### config.mk
export PLATFORM = sky130hd
export DESIGN_NAME = rr_mux4_arbiter_flat
export DESIGN_NICKNAME = d
export VERILOG_FILES = /design/src/rtl/rr_mux4_arbiter_pkg.sv /design/src/rtl/rr_mux4_arbiter_if.sv /design/src/rtl/mux4_8.sv /design/src/rtl/rr_mux4_arbiter.sv /design/src/flat_wrapper.sv
export SDC_FILE = /design/constraint.sdc
export NUM_CORES = 1
export LEC_CHECK = 0
export CORE_MARGIN = 2
export CORE_UTILIZATION = 56
export CTS_BUF_LIST = sky130_fd_sc_hd__clkbuf_4 sky130_fd_sc_hd__clkbuf_8
export DETAILED_ROUTE_END_ITERATION = 10
export DONT_BUFFER_PORTS = 1
export PLACE_DENSITY = 0.82
export REMOVE_ABC_BUFFERS = 1
export SYNTH_ARGS = -nofsm -noshare
export SYNTH_HDL_FRONTEND = slang
export SYNTH_SLANG_ARGS = --single-unit
### constraint.sdc
create_clock -name clk -period 2.7 [get_ports clk]
set_input_delay 0.54 -clock clk [delete_from_list [all_inputs] [get_ports clk]]
set_output_delay 0.54 -clock clk [all_outputs]
set_load 0.02 [all_outputs]
### src/rtl/rr_mux4_arbiter_pkg.sv
// Shared definitions for the four-way round-robin byte arbiter.
package rr_mux4_arbiter_pkg;

    localparam int NUM_REQ = 4;
    localparam int DATA_W  = 8;

    typedef enum logic {
        ST_IDLE  = 1'b0,
        ST_GRANT = 1'b1
    } state_t;

endpackage

### src/rtl/rr_mux4_arbiter_if.sv
// Requester/consumer bus of the arbiter. The slave side is the arbiter itself;
// the master side drives requests, data bytes and the downstream ready.
interface rr_mux4_arbiter_if;
    import rr_mux4_arbiter_pkg::*;

    logic [NUM_REQ-1:0] req;
    logic [DATA_W-1:0]  d0;
    logic [DATA_W-1:0]  d1;
    logic [DATA_W-1:0]  d2;
    logic [DATA_W-1:0]  d3;
    logic [NUM_REQ-1:0] ack;
    logic [1:0]         sel;
    logic [DATA_W-1:0]  dout;
    logic               dout_valid;
    logic               dout_ready;
    logic               busy;

    modport slave (
        input  req, d0, d1, d2, d3, dout_ready,
        output ack, sel, dout, dout_valid, busy
    );

    modport master (
        output req, d0, d1, d2, d3, dout_ready,
        input  ack, sel, dout, dout_valid, busy
    );

endinterface

### src/rtl/mux4_8.sv
// Plain 4:1 byte multiplexer.
module mux4_8 (
    input  logic [7:0] i_d0,
    input  logic [7:0] i_d1,
    input  logic [7:0] i_d2,
    input  logic [7:0] i_d3,
    input  logic [1:0] i_sel,
    output logic [7:0] o_y
);

    // select one of the four bytes
    always_comb begin
        case (i_sel)
            2'd0:    o_y = i_d0;
            2'd1:    o_y = i_d1;
            2'd2:    o_y = i_d2;
            default: o_y = i_d3;
        endcase
    end

endmodule

### src/rtl/rr_mux4_arbiter.sv
// Round-robin arbiter sharing one registered byte channel between four
// requesters, with burst retention of up to MAX_BURST accepted bytes.
module rr_mux4_arbiter
    import rr_mux4_arbiter_pkg::*;
#(
    parameter int MAX_BURST = 4     // legal range 1..16
) (
    input  logic             clk,
    input  logic             rst_n,
    rr_mux4_arbiter_if.slave bus
);

    localparam int             CW       = (MAX_BURST > 1) ? $clog2(MAX_BURST) : 1;
    localparam logic [CW-1:0]  CNT_LAST = CW'(MAX_BURST - 1);

    state_t              r_state;
    state_t              w_state_nxt;
    logic [1:0]          r_sel;
    logic [1:0]          w_sel_nxt;
    logic [1:0]          r_ptr;
    logic [1:0]          w_ptr_nxt;
    logic [CW-1:0]       r_beat_cnt;
    logic [CW-1:0]       w_cnt_nxt;
    logic [DATA_W-1:0]   r_dout;
    logic                r_dout_valid;

    logic [DATA_W-1:0]   w_mux_y;
    logic                w_load_en;
    logic                w_req_g;
    logic                w_ack_fire;
    logic [NUM_REQ-1:0]  w_sel_oh;
    logic                w_release;
    logic                w_excl;
    logic [2:0]          w_pick;

    // Returns {found, index}: first set bit of r scanning p, p+1, ... mod 4.
    // Scanning from the far end lets the nearest hit overwrite the result.
    function automatic logic [2:0] rr_pick(input logic [NUM_REQ-1:0] r, input logic [1:0] p);
        logic [2:0] res;
        logic [1:0] idx;
        res = 3'b000;
        for (int k = NUM_REQ - 1; k >= 0; k--) begin
            idx = p + k[1:0];
            if (r[idx]) res = {1'b1, idx};
        end
        return res;
    endfunction

    mux4_8 u_mux (
        .i_d0  (bus.d0),
        .i_d1  (bus.d1),
        .i_d2  (bus.d2),
        .i_d3  (bus.d3),
        .i_sel (r_sel),
        .o_y   (w_mux_y)
    );

    assign w_load_en  = !r_dout_valid || bus.dout_ready;
    assign w_req_g    = bus.req[r_sel];
    assign w_ack_fire = (r_state == ST_GRANT) && w_req_g && w_load_en;
    assign w_sel_oh   = 4'b0001 << r_sel;

    assign bus.ack        = w_ack_fire ? w_sel_oh : 4'b0000;
    assign bus.sel        = r_sel;
    assign bus.busy       = (r_state == ST_GRANT);
    assign bus.dout       = r_dout;
    assign bus.dout_valid = r_dout_valid;

    // Grant sequencing: pick from IDLE, count beats, release and re-pick in
    // the same edge so a lone requester keeps streaming with no bubble.
    always_comb begin
        w_state_nxt = r_state;
        w_sel_nxt   = r_sel;
        w_ptr_nxt   = r_ptr;
        w_cnt_nxt   = r_beat_cnt;
        w_release   = 1'b0;
        w_excl      = 1'b0;
        w_pick      = 3'b000;
        case (r_state)
            ST_IDLE: begin
                w_pick = rr_pick(bus.req, r_ptr);
                if (w_pick[2]) begin
                    w_state_nxt = ST_GRANT;
                    w_sel_nxt   = w_pick[1:0];
                    w_cnt_nxt   = '0;
                end
            end
            ST_GRANT: begin
                if (w_ack_fire) begin
                    if (r_beat_cnt == CNT_LAST) w_release = 1'b1;
                    else                        w_cnt_nxt = r_beat_cnt + CW'(1);
                end else if (!w_req_g) begin
                    // voluntary withdrawal: the leaver must not be re-picked
                    w_release = 1'b1;
                    w_excl    = 1'b1;
                end
                if (w_release) begin
                    w_ptr_nxt = r_sel + 2'd1;
                    w_pick    = rr_pick(w_excl ? (bus.req & ~w_sel_oh) : bus.req, r_sel + 2'd1);
                    if (w_pick[2]) begin
                        w_sel_nxt = w_pick[1:0];
                        w_cnt_nxt = '0;
                    end else begin
                        w_state_nxt = ST_IDLE;
                    end
                end
            end
        endcase
    end

    // Arbitration state registers
    always_ff @(posedge clk or negedge rst_n) begin
        if (!rst_n) begin
            r_state    <= ST_IDLE;
            r_sel      <= 2'd0;
            r_ptr      <= 2'd0;
            r_beat_cnt <= '0;
        end else begin
            r_state    <= w_state_nxt;
            r_sel      <= w_sel_nxt;
            r_ptr      <= w_ptr_nxt;
            r_beat_cnt <= w_cnt_nxt;
        end
    end

    // Output byte stage: load on ack, drop valid once consumed
    always_ff @(posedge clk or negedge rst_n) begin
        if (!rst_n) begin
            r_dout       <= '0;
            r_dout_valid <= 1'b0;
        end else if (w_ack_fire) begin
            r_dout       <= w_mux_y;
            r_dout_valid <= 1'b1;
        end else if (bus.dout_ready) begin
            r_dout_valid <= 1'b0;
        end
    end

endmodule

### src/flat_wrapper.sv
// flat-port wrapper written by rule: the top's interface ports become plain ports
module rr_mux4_arbiter_flat import rr_mux4_arbiter_pkg::*;
#(
    parameter int MAX_BURST = 4                         
)
  (clk, rst_n, bus_req, bus_d0, bus_d1, bus_d2, bus_d3, bus_dout_ready, bus_ack, bus_sel, bus_dout, bus_dout_valid, bus_busy);
  rr_mux4_arbiter_if bus_i ();
  input  logic clk;
  input  logic rst_n;
  input wire logic [$bits(bus_i.req)-1:0] bus_req;
  input wire logic [$bits(bus_i.d0)-1:0] bus_d0;
  input wire logic [$bits(bus_i.d1)-1:0] bus_d1;
  input wire logic [$bits(bus_i.d2)-1:0] bus_d2;
  input wire logic [$bits(bus_i.d3)-1:0] bus_d3;
  input wire logic [$bits(bus_i.dout_ready)-1:0] bus_dout_ready;
  output wire logic [$bits(bus_i.ack)-1:0] bus_ack;
  output wire logic [$bits(bus_i.sel)-1:0] bus_sel;
  output wire logic [$bits(bus_i.dout)-1:0] bus_dout;
  output wire logic [$bits(bus_i.dout_valid)-1:0] bus_dout_valid;
  output wire logic [$bits(bus_i.busy)-1:0] bus_busy;
  assign bus_i.req = bus_req;
  assign bus_i.d0 = bus_d0;
  assign bus_i.d1 = bus_d1;
  assign bus_i.d2 = bus_d2;
  assign bus_i.d3 = bus_d3;
  assign bus_i.dout_ready = bus_dout_ready;
  assign bus_ack = bus_i.ack;
  assign bus_sel = bus_i.sel;
  assign bus_dout = bus_i.dout;
  assign bus_dout_valid = bus_i.dout_valid;
  assign bus_busy = bus_i.busy;
  rr_mux4_arbiter #(.MAX_BURST(MAX_BURST)) u_core (.clk(clk), .rst_n(rst_n), .bus(bus_i));
endmodule
**Yosys cells after proc, flatten, opt, wreduce, memory -nomap -nowiden**

Index checks and enable logic that the tools add are counted.

- Register bits: 16
- Input port bits: 39
- Output and inout port bits: 16
- Word-level logic and storage cells: 95

- $add $sub $neg: 8
- Order comparisons: 9
- Equal/unequal tests: 6
- Shift-type cells: 1
- Mux-type cells: 54
- Bitwise logic cells: 3
- Reduce and logical (&&, ||, !) cells: 8

Operator list:

| cell | count |
|---|---|
| $mux W3 | 11 |
| $lt A2 B3 Y1 const B | 9 |
| $pmux W8 S3 | 1 |
| $mux W1 | 20 |
| $bmux W1 S2 | 9 |
| $mux W2 | 8 |
| $add A2 B1 Y2 const B | 4 |
| $add A2 B2 Y2 const B | 4 |
| $mux W4 | 2 |
| $pmux W2 S2 | 2 |
| $ne A2 B2 Y1 const B | 3 |
| $and A4 B4 Y4 | 1 |
| $eq A2 B2 Y1 const B | 2 |
| $not A4 Y4 | 1 |
| $shl A1 B2 Y4 const A | 1 |
| $reduce_and A3 Y1 | 1 |
| $eq A2 B1 Y1 const B | 1 |
| $logic_and A1 B1 Y1 | 2 |
| $logic_not A2 Y1 | 1 |
| $pmux W1 S2 | 1 |
| $reduce_and A2 Y1 | 1 |
| $reduce_bool A2 Y1 | 1 |
| $logic_not A1 Y1 | 1 |
| $logic_or A1 B1 Y1 | 1 |
| $not A1 Y1 | 1 |

**Logic depth before layout (Yosys ltp)**

Gate-level depths: netlist of run 1.

- Depth in word-level cells: 18
- Gate-level depth with buffers: 10
- Depth with buffers taken out: 8

**By module**

A second synthesis of run 1 with hierarchy kept.

- Cells, all modules: 157
- Area total of the unflattened synthesis: 1457.6 sq um

Modules (own cells, without submodules):

| module | times used | cells an instance | area an instance (sq um) | sequential area each (sq um) |
|---|---|---|---|---|
| rr_mux4_arbiter | 1 | 147 | 1261.2 | 400.4 |
| mux4_8 | 1 | 10 | 196.4 | 0.0 |

**Worst setup path before layout of run 1**

OpenSTA, ideal clock, no wires.

- Kind: input to output
- Start: input port bus_req[1]
- End: output port bus_ack[1]
- Arrival time: 1.802 ns
- Required time: 2.160 ns
- Setup slack: 0.358 ns
- Stages: 5
- Path buffers: 2
- Cells stage by stage: clkbuf_1 > mux4_1 > nand3_1 > buf_2 > nor2_1

- Cells in the longest elaborated chain, start to end: 5

Ends and longest elaborated chain:

| item | line | RTL |
|---|---|---|
| start: declaration | flat_wrapper.sv:10 | `input wire logic [$bits(bus_i.req)-1:0] bus_req;` |
| $bmux W1 S2 | rr_mux4_arbiter.sv:59 | `assign w_req_g = bus.req[r_sel];` |
| $mux W1 (not written as such) | rr_mux4_arbiter.sv:59 |  |
| $logic_and A1 B1 Y1 (2 in series) | rr_mux4_arbiter.sv:60 | `assign w_ack_fire = (r_state == ST_GRANT) && w_req_g && w_load_en;` |
| $mux W4 | rr_mux4_arbiter.sv:63 | `assign bus.ack = w_ack_fire ? w_sel_oh : 4'b0000;` |
| end: declaration | flat_wrapper.sv:16 | `output wire logic [$bits(bus_i.ack)-1:0] bus_ack;` |

No other way between the ends. The select of a mux whose other input is x is not followed.

**Worst setup path in the final report of run 1**

- Start: register u_core.r_sel[0], in the netlist u_core.bus.sel[0]
- End: output port bus_ack[3]

- Cells in the longest elaborated chain, start to end: 5
- Elaborated cells on any way between the ends: 6
- Classes of those cells: shift: 1; mux: 3; reduce/logical: 2

Ends and longest elaborated chain:

| item | line | RTL |
|---|---|---|
| start: declaration | rr_mux4_arbiter.sv:18 | `logic [1:0] r_sel;` |
| start signal: assignment | rr_mux4_arbiter.sv:120 | `r_sel <= w_sel_nxt;` |
| $bmux W1 S2 | rr_mux4_arbiter.sv:59 |  |
| $mux W1 (not written as such) | rr_mux4_arbiter.sv:59 |  |
| $logic_and A1 B1 Y1 (2 in series) | rr_mux4_arbiter.sv:60 |  |
| $mux W4 (*) | rr_mux4_arbiter.sv:63 |  |

Every way passes the cells marked *; elsewhere a longest branch is shown, timed or not. The select of a mux whose other input is x is not followed.

==> flow_summary.toml, run 1 <==
[timing]
rsz0062_at_grt = "false"
worst_slew_pin_slew_ns = 0.753
drv_slew = 0
fin_setup_tns_ns = 0
period_needed_ns = 2.41
fin_crit_sh_pct = 89.1
clock_skew_ns = 0.00102
finalSetupViolCount = 0
hold_viol = 0
max_freq_mhz = 416
slew_headroom_pct = 49.6

[layout]
antenna_cells = 0
most-common-layout-cells = "a21oi_1, nor2_1, dfrtp_1"
layout-drive-gt1-share_pct = 10.9
syn2layout_area_growth_pct = 5.57
final_common_cell = "a21oi_1"
finalNetCount = 200

[drt]
vias = 1214
drtIter0Drc = 68
avgRoutedWirePerCell_um = 17.1
firstDrtPassIters = 5
route.detailed.drc = 0
postRouteAntennaNets = 0
vias_per_cell = 6.60
wl_um = 3140

[synthesis]
yosysSeqAreaShare_pct = 31.3
syn-cell-area_sq_mm = 0.00128
syn_inst = 157
postSynthAreaPerCell_sq_um = 8.15
synth-seq-cells = 16
ys_warn_count = 0
synth_cell_types = 44

[cts]
root_buffer = "clkbuf_4"
post_cts_buffers = 0
cts-resized-gates = 0
clk_pin_slew_ns = 0.10
ctsHtreeMaxLevel = 1
numCtsBuffers = 3
cts_max_path_buffers = 2
cts_tree = "done"
cts_sinks = 16
insertion_delay_ns = 0.29
cts_hold_buf = 1

[worst_setup_path]
worstPathRequired_ns = 2.16
end_kind = "output pin"
critPathBufInv = 0
worstSetupStartpointType = "flip-flop"
ff2ff_setup_slack_ns = 0.48
max_stage_delay_ns = 0.65
worstPathArrival_ns = 1.87
cp_slowest_cell = "mux4_1"
r2r_cells = 7
crit_family = "multiplexers"
cp_max_fo = 5
reg2reg_from = "u_core.bus.sel[1]$_DFFE_PN0P_"
timing.rr.end = "u_core.bus.sel[0]$_DFFE_PN0P_"
path_cells = "mux4_1 -> and3_1 -> and2_1"
criticalPathCategory = "flip-flop to output pin"

[power_and_ir_drop]
leakage_nw = 0.587
irDropWorstVdd_v = 0.00112
power.total_mw = 1.82
powerDensity_mw_per_mm2 = 1340

[floorplanning]
core_area_sq_mm = 0.00219
io_pins = 55
die-area_sq_mm = 0.00268
rows = 17
die_x_um = 51.8
die_h_um = 51.8
start_util_pct = 58.4

[place]
io_buffers = 0
dp_hpwl_um = 2360
globalplace.congestion = 0.908

[hold_path]
hold-path-endpoint = "u_core.bus.busy$_DFF_PN0_"
hold_class = "input pin to flip-flop"
hold_start = "bus_req[1]"
holdPathStages = 2

[global_route]
antenna_found_initial = 0
overflow = 0
first_global_vias = 1211
grt_max_degree = 18
grtUsageTotal_pct = 25.4
grt_first_pass_wirelength_um = 5160

[flow_run]
max_cap_violations = 0

[status]
status = "finished clean"
[cells by family (layout without fill, tap and decap cells)]
family,after synthesis,after routing,share of synthesized area (%)
flip-flops,16,16,31.3
AO/OA/AOI/OAI,57,57,30.0
adder cells (fa/ha/maj),4,4,3.91
multiplexers,7,7,7.23
buffers and inverters,19,18,6.65
AND/OR/NAND/NOR,54,54,20.9
[state kept, by name, indices dropped and copies added, names as in the netlist]
name,count
u_core.r_beat_cnt,2
u_core.bus.dout,8
u_core.bus.sel,2
u_core.bus.busy,1
u_core.r_ptr,2
u_core.bus.dout_valid,1
[report_power, final]
part | switching, mW | internal [mW]
Clock | 0.0811 | 0.0823
Sequential | 0.194 | 0.353
Combinational | 0.623 | 0.482
Total | 0.898 | 0.918
[synthesized netlist by cell type (all sizes together)]
library cell / n / area [sq um]
nand2: 14 / 52.6
buf: 4 / 28.8
o311ai: 1 / 8.76
o21ai: 13 / 65.1
a211oi: 1 / 7.51
nand4: 1 / 6.26
nand3: 2 / 10.0
o21a: 1 / 7.51
ha: 4 / 50.1
mux2: 2 / 26.3
or2: 1 / 6.26
a222oi: 8 / 80.1
o32ai: 1 / 8.76
o21ba: 1 / 10.0
nor4: 1 / 6.26
and3: 2 / 12.5
a21bo: 1 / 10.0
mux4: 1 / 26.3
dfrtp: 16 / 400
or3b: 2 / 17.5
o2111ai: 1 / 8.76
o21bai: 1 / 7.51
nor2b: 2 / 12.5
a22o: 2 / 17.5
clkbuf: 9 / 33.8
nand2b: 4 / 25.0
and2: 4 / 25.0
nor2: 17 / 63.8
o32a: 1 / 10.0
mux2i: 4 / 40.0
a311o: 1 / 10.0
a21oi: 18 / 90.1
o22ai: 2 / 12.5
inv: 6 / 22.5
a221oi: 1 / 8.76
a2bb2oi: 1 / 8.76
nor3b: 2 / 15.0
nand3b: 2 / 15.0
a31oi: 2 / 12.5
[cell type report]
type,count,area (sq um)
Timing Repair Buffer,8,62.6
Fill cell,206,840
Inverter,6,22.5
Tap cell,28,35.0
Clock buffer,4,36.3
Multi-Input combinational cell,122,795
Sequential cell,16,400
[per-layer routing]
metal  vias up  wire length [um]  share of wire [%]  GRT usage, %
li1        584                 -                  -             -
met1       564              1360                 43          31.4
met2        61              1490                 47          44.9
met3         5               246                7.8          3.16
met4         0                49                1.6          10.1
met5         -                 0                  0             0
[worst reg2reg max path, stage by stage, from the launching register on]
cell,delay (ns)
dfrtp_1,0.43
inv_1,0.14
ha_1,0.43
nand3b_1,0.18
a22o_1,0.23
mux2_4,0.25
a311o_1,0.36
mux2i_1,0.13
[stage by stage]
step / utilization [%] / cells / hold WS [ns] / setup slack [ns] / instance area [sq um]
floorplan: - / 144 / 0.244 / 0.157 / 1220
global placement: 59.6 / 179 / 0.245 / 0.543 / 1310
detailed placement: 59.6 / 179 / 0.245 / 0.515 / 1310
CTS: 61.7 / 184 / 0.401 / 0.301 / 1350
global route: 61.7 / 184 / 0.439 / 0.197 / 1350
finish: 61.7 / 184 / 0.408 / 0.295 / 1350
[how the worst max path moves through the flow]
stage | slack (ns) | from | end | depth (start not counted)
5_1_grt | 0.20 | u_core.bus.sel[0]$_DFFE_PN0P_ | bus_ack[2] | 3
6_report | 0.29 | u_core.bus.sel[0]$_DFFE_PN0P_ | bus_ack[3] | 3
3_3_place_gp | 0.54 | u_core.bus.sel[1]$_DFFE_PN0P_ | u_core.bus.sel[0]$_DFFE_PN0P_ | 7
3_5_place_dp | 0.52 | u_core.bus.sel[1]$_DFFE_PN0P_ | u_core.bus.sel[0]$_DFFE_PN0P_ | 7
2_1_floorplan | 0.16 | u_core.bus.sel[0]$_DFFE_PN0P_ | u_core.bus.sel[0]$_DFFE_PN0P_ | 6
4_1_cts | 0.30 | u_core.bus.sel[0]$_DFFE_PN0P_ | bus_ack[3] | 3
No activity file was read; power rests on OpenSTA's default activity.
==> run 2: changes to the inputs <==
CORE_UTILIZATION = 45   (was 56)
PLACE_DENSITY = 0.71   (was 0.82)
SLEW_MARGIN = 20   (was default)
==> run 2 against run 1 <==
  * Clock-buffer cell count is the same
  * Core utilization is 12 points lower
  * Clock skew up 0.0027 ns
  * Combinational power barely moved
  * Die area rose by 22%
  * Via count shrank 0.16%
  * Non-clock buffer count grew 1
  * Register-to-register slack got worse by 0.08 ns
  * Critical path type unchanged
  * Critical endpoint is now bus_ack[2]
==> flow_summary.toml, run 2 (synthesis results as in run 1) <==
[status]
status = "finished clean"

[place]
dp_hpwl_um = 2440
globalplace.congestion = 0.797
dpl_cell_area_sq_mm = 0.00132
post-place-ws_ns = 0.436
io_buffers = 0
post-place-cells = 183

[global_route]
grtUsageTotal_pct = 20.6
antenna_found_initial = 0
grt_first_pass_wirelength_um = 5400
overflow = 0
grt_max_degree = 18
first_global_vias = 1173

[timing]
fin_ws_ns = 0.154
hold_ws_ns = 0.427
hold_viol = 0
drv_slew = 0
fin_crit_sh_pct = 94.3
slew_headroom_pct = 53.1
rsz0062_at_grt = "false"
worst_slew_pin_slew_ns = 0.701
period_needed_ns = 2.55
clock_skew_ns = 0.00368
fin_setup_tns_ns = 0
finalSetupViolCount = 0
max_freq_mhz = 393

[cts]
root_buffer = "clkbuf_4"
cts_sinks = 16
cts_tree = "done"
ctsHtreeMaxLevel = 1
post_cts_buffers = 0
cts_hold_buf = 1
insertion_delay_ns = 0.29
numCtsBuffers = 3
cts_max_path_buffers = 2
cts-resized-gates = 0
clk_pin_slew_ns = 0.09

[worst_setup_path]
worstPathArrival_ns = 2.01
cp-startpoint = "u_core.bus.sel[0]$_DFFE_PN0P_"
worstPathRequired_ns = 2.16
r2r_cells = 8
cp_max_fo = 12
timing.rr.end = "u_core.bus.sel[0]$_DFFE_PN0P_"
ff2ff_setup_slack_ns = 0.40
end_kind = "output pin"
reg2reg_from = "u_core.bus.sel[0]$_DFFE_PN0P_"
criticalPathCategory = "flip-flop to output pin"
worstSetupStartpointType = "flip-flop"
endpoint = "bus_ack[2]"

[layout]
most-common-layout-cells = "a21oi_1, nor2_1, dfrtp_1"
antenna_cells = 0
stdcell_count = 188
final_core_util_pct = 49.8
largest_reg_flops = 8
syn2layout_area_growth_pct = 6.45
postLayoutCellArea_sq_mm = 0.00136
fill_cells = 265
finalNetCount = 201
layout-drive-gt1-share_pct = 11.5
final_common_cell = "a21oi_1"

[floorplanning]
rows = 19
start_util_pct = 46.8
die_x_um = 57.3
io_pins = 55
die_h_um = 57.3
die-area_sq_mm = 0.00329
core_area_sq_mm = 0.00273

[drt]
vias = 1212
drtIter0Drc = 87
route.detailed.drc = 0
firstDrtPassIters = 7
wl_um = 3220
postRouteAntennaNets = 0
vias_per_cell = 6.45
avgRoutedWirePerCell_um = 17.1

[hold_path]
hold_class = "input pin to flip-flop"

[flow_run]
max_cap_violations = 0

[power_and_ir_drop]
leakage_nw = 0.592
powerDensity_mw_per_mm2 = 1340
power.total_mw = 1.82
irDropWorstVdd_v = 0.000798
==> run 2: cell types whose count changed in the layout (fill, tap and decap cells not counted) <==
| cell | change |
|---|---|
| buf_4 | +1 |
==> run 2: power by group <==
part / total, mW / switching [mW] / internal (mW)
combinational: 1.09 / 0.603 / 0.490
sequential: 0.572 / 0.219 / 0.353
clock: 0.158 / 0.0763 / 0.0821
==> run 2: layer usage <==
metal	global-route usage [%]	vias to the layer above	share of wire (%)
li1	-	588	-
met1	25.9	574	43
met2	34.8	44	50
met3	4.08	6	5.3
met4	8.31	0	1.9
met5	0	-	0
==> run 2: how the worst min path moves through the flow <==
stage          startpoint                              to  slack, ns  depth (start not counted)
5_1_grt        bus_req[3]       u_core.bus.busy$_DFF_PN0_       0.44                          2
6_report       bus_req[3]       u_core.bus.busy$_DFF_PN0_       0.43                          2
4_1_cts        bus_req[3]       u_core.bus.busy$_DFF_PN0_       0.42                          2
3_5_place_dp        rst_n  u_core.bus.dout[4]$_DFFE_PN0N_       0.24                          0
3_3_place_gp        rst_n  u_core.bus.dout[4]$_DFFE_PN0N_       0.24                          0
2_1_floorplan       rst_n       u_core.bus.busy$_DFF_PN0_       0.24                          0
==> run 2: worst max-delay path, cell delays in order (launching register included) <==
cell,delay (ns)
dfrtp_1,0.57
mux4_1,0.68
and3_1,0.24
and2_1,0.23
==> run 2: area by class of cell <==
type / count / area [sq um] / area share (%)
Clock buffer: 4 / 36.3 / 2.66
Inverter: 6 / 22.5 / 1.65
Multi-Input combinational cell: 122 / 795 / 58.3
Sequential cell: 16 / 400 / 29.4
Tap cell: 31 / 38.8 / 2.85
Timing Repair Buffer: 9 / 70.1 / 5.14
==> run 3: changes to the inputs <==
CTS_CLUSTER_DIAMETER = 40   (was default)
CTS_CLUSTER_SIZE = 30   (was default)
==> results of run 3 <==
Final layout, timing and power as in run 2 (identical DEF).
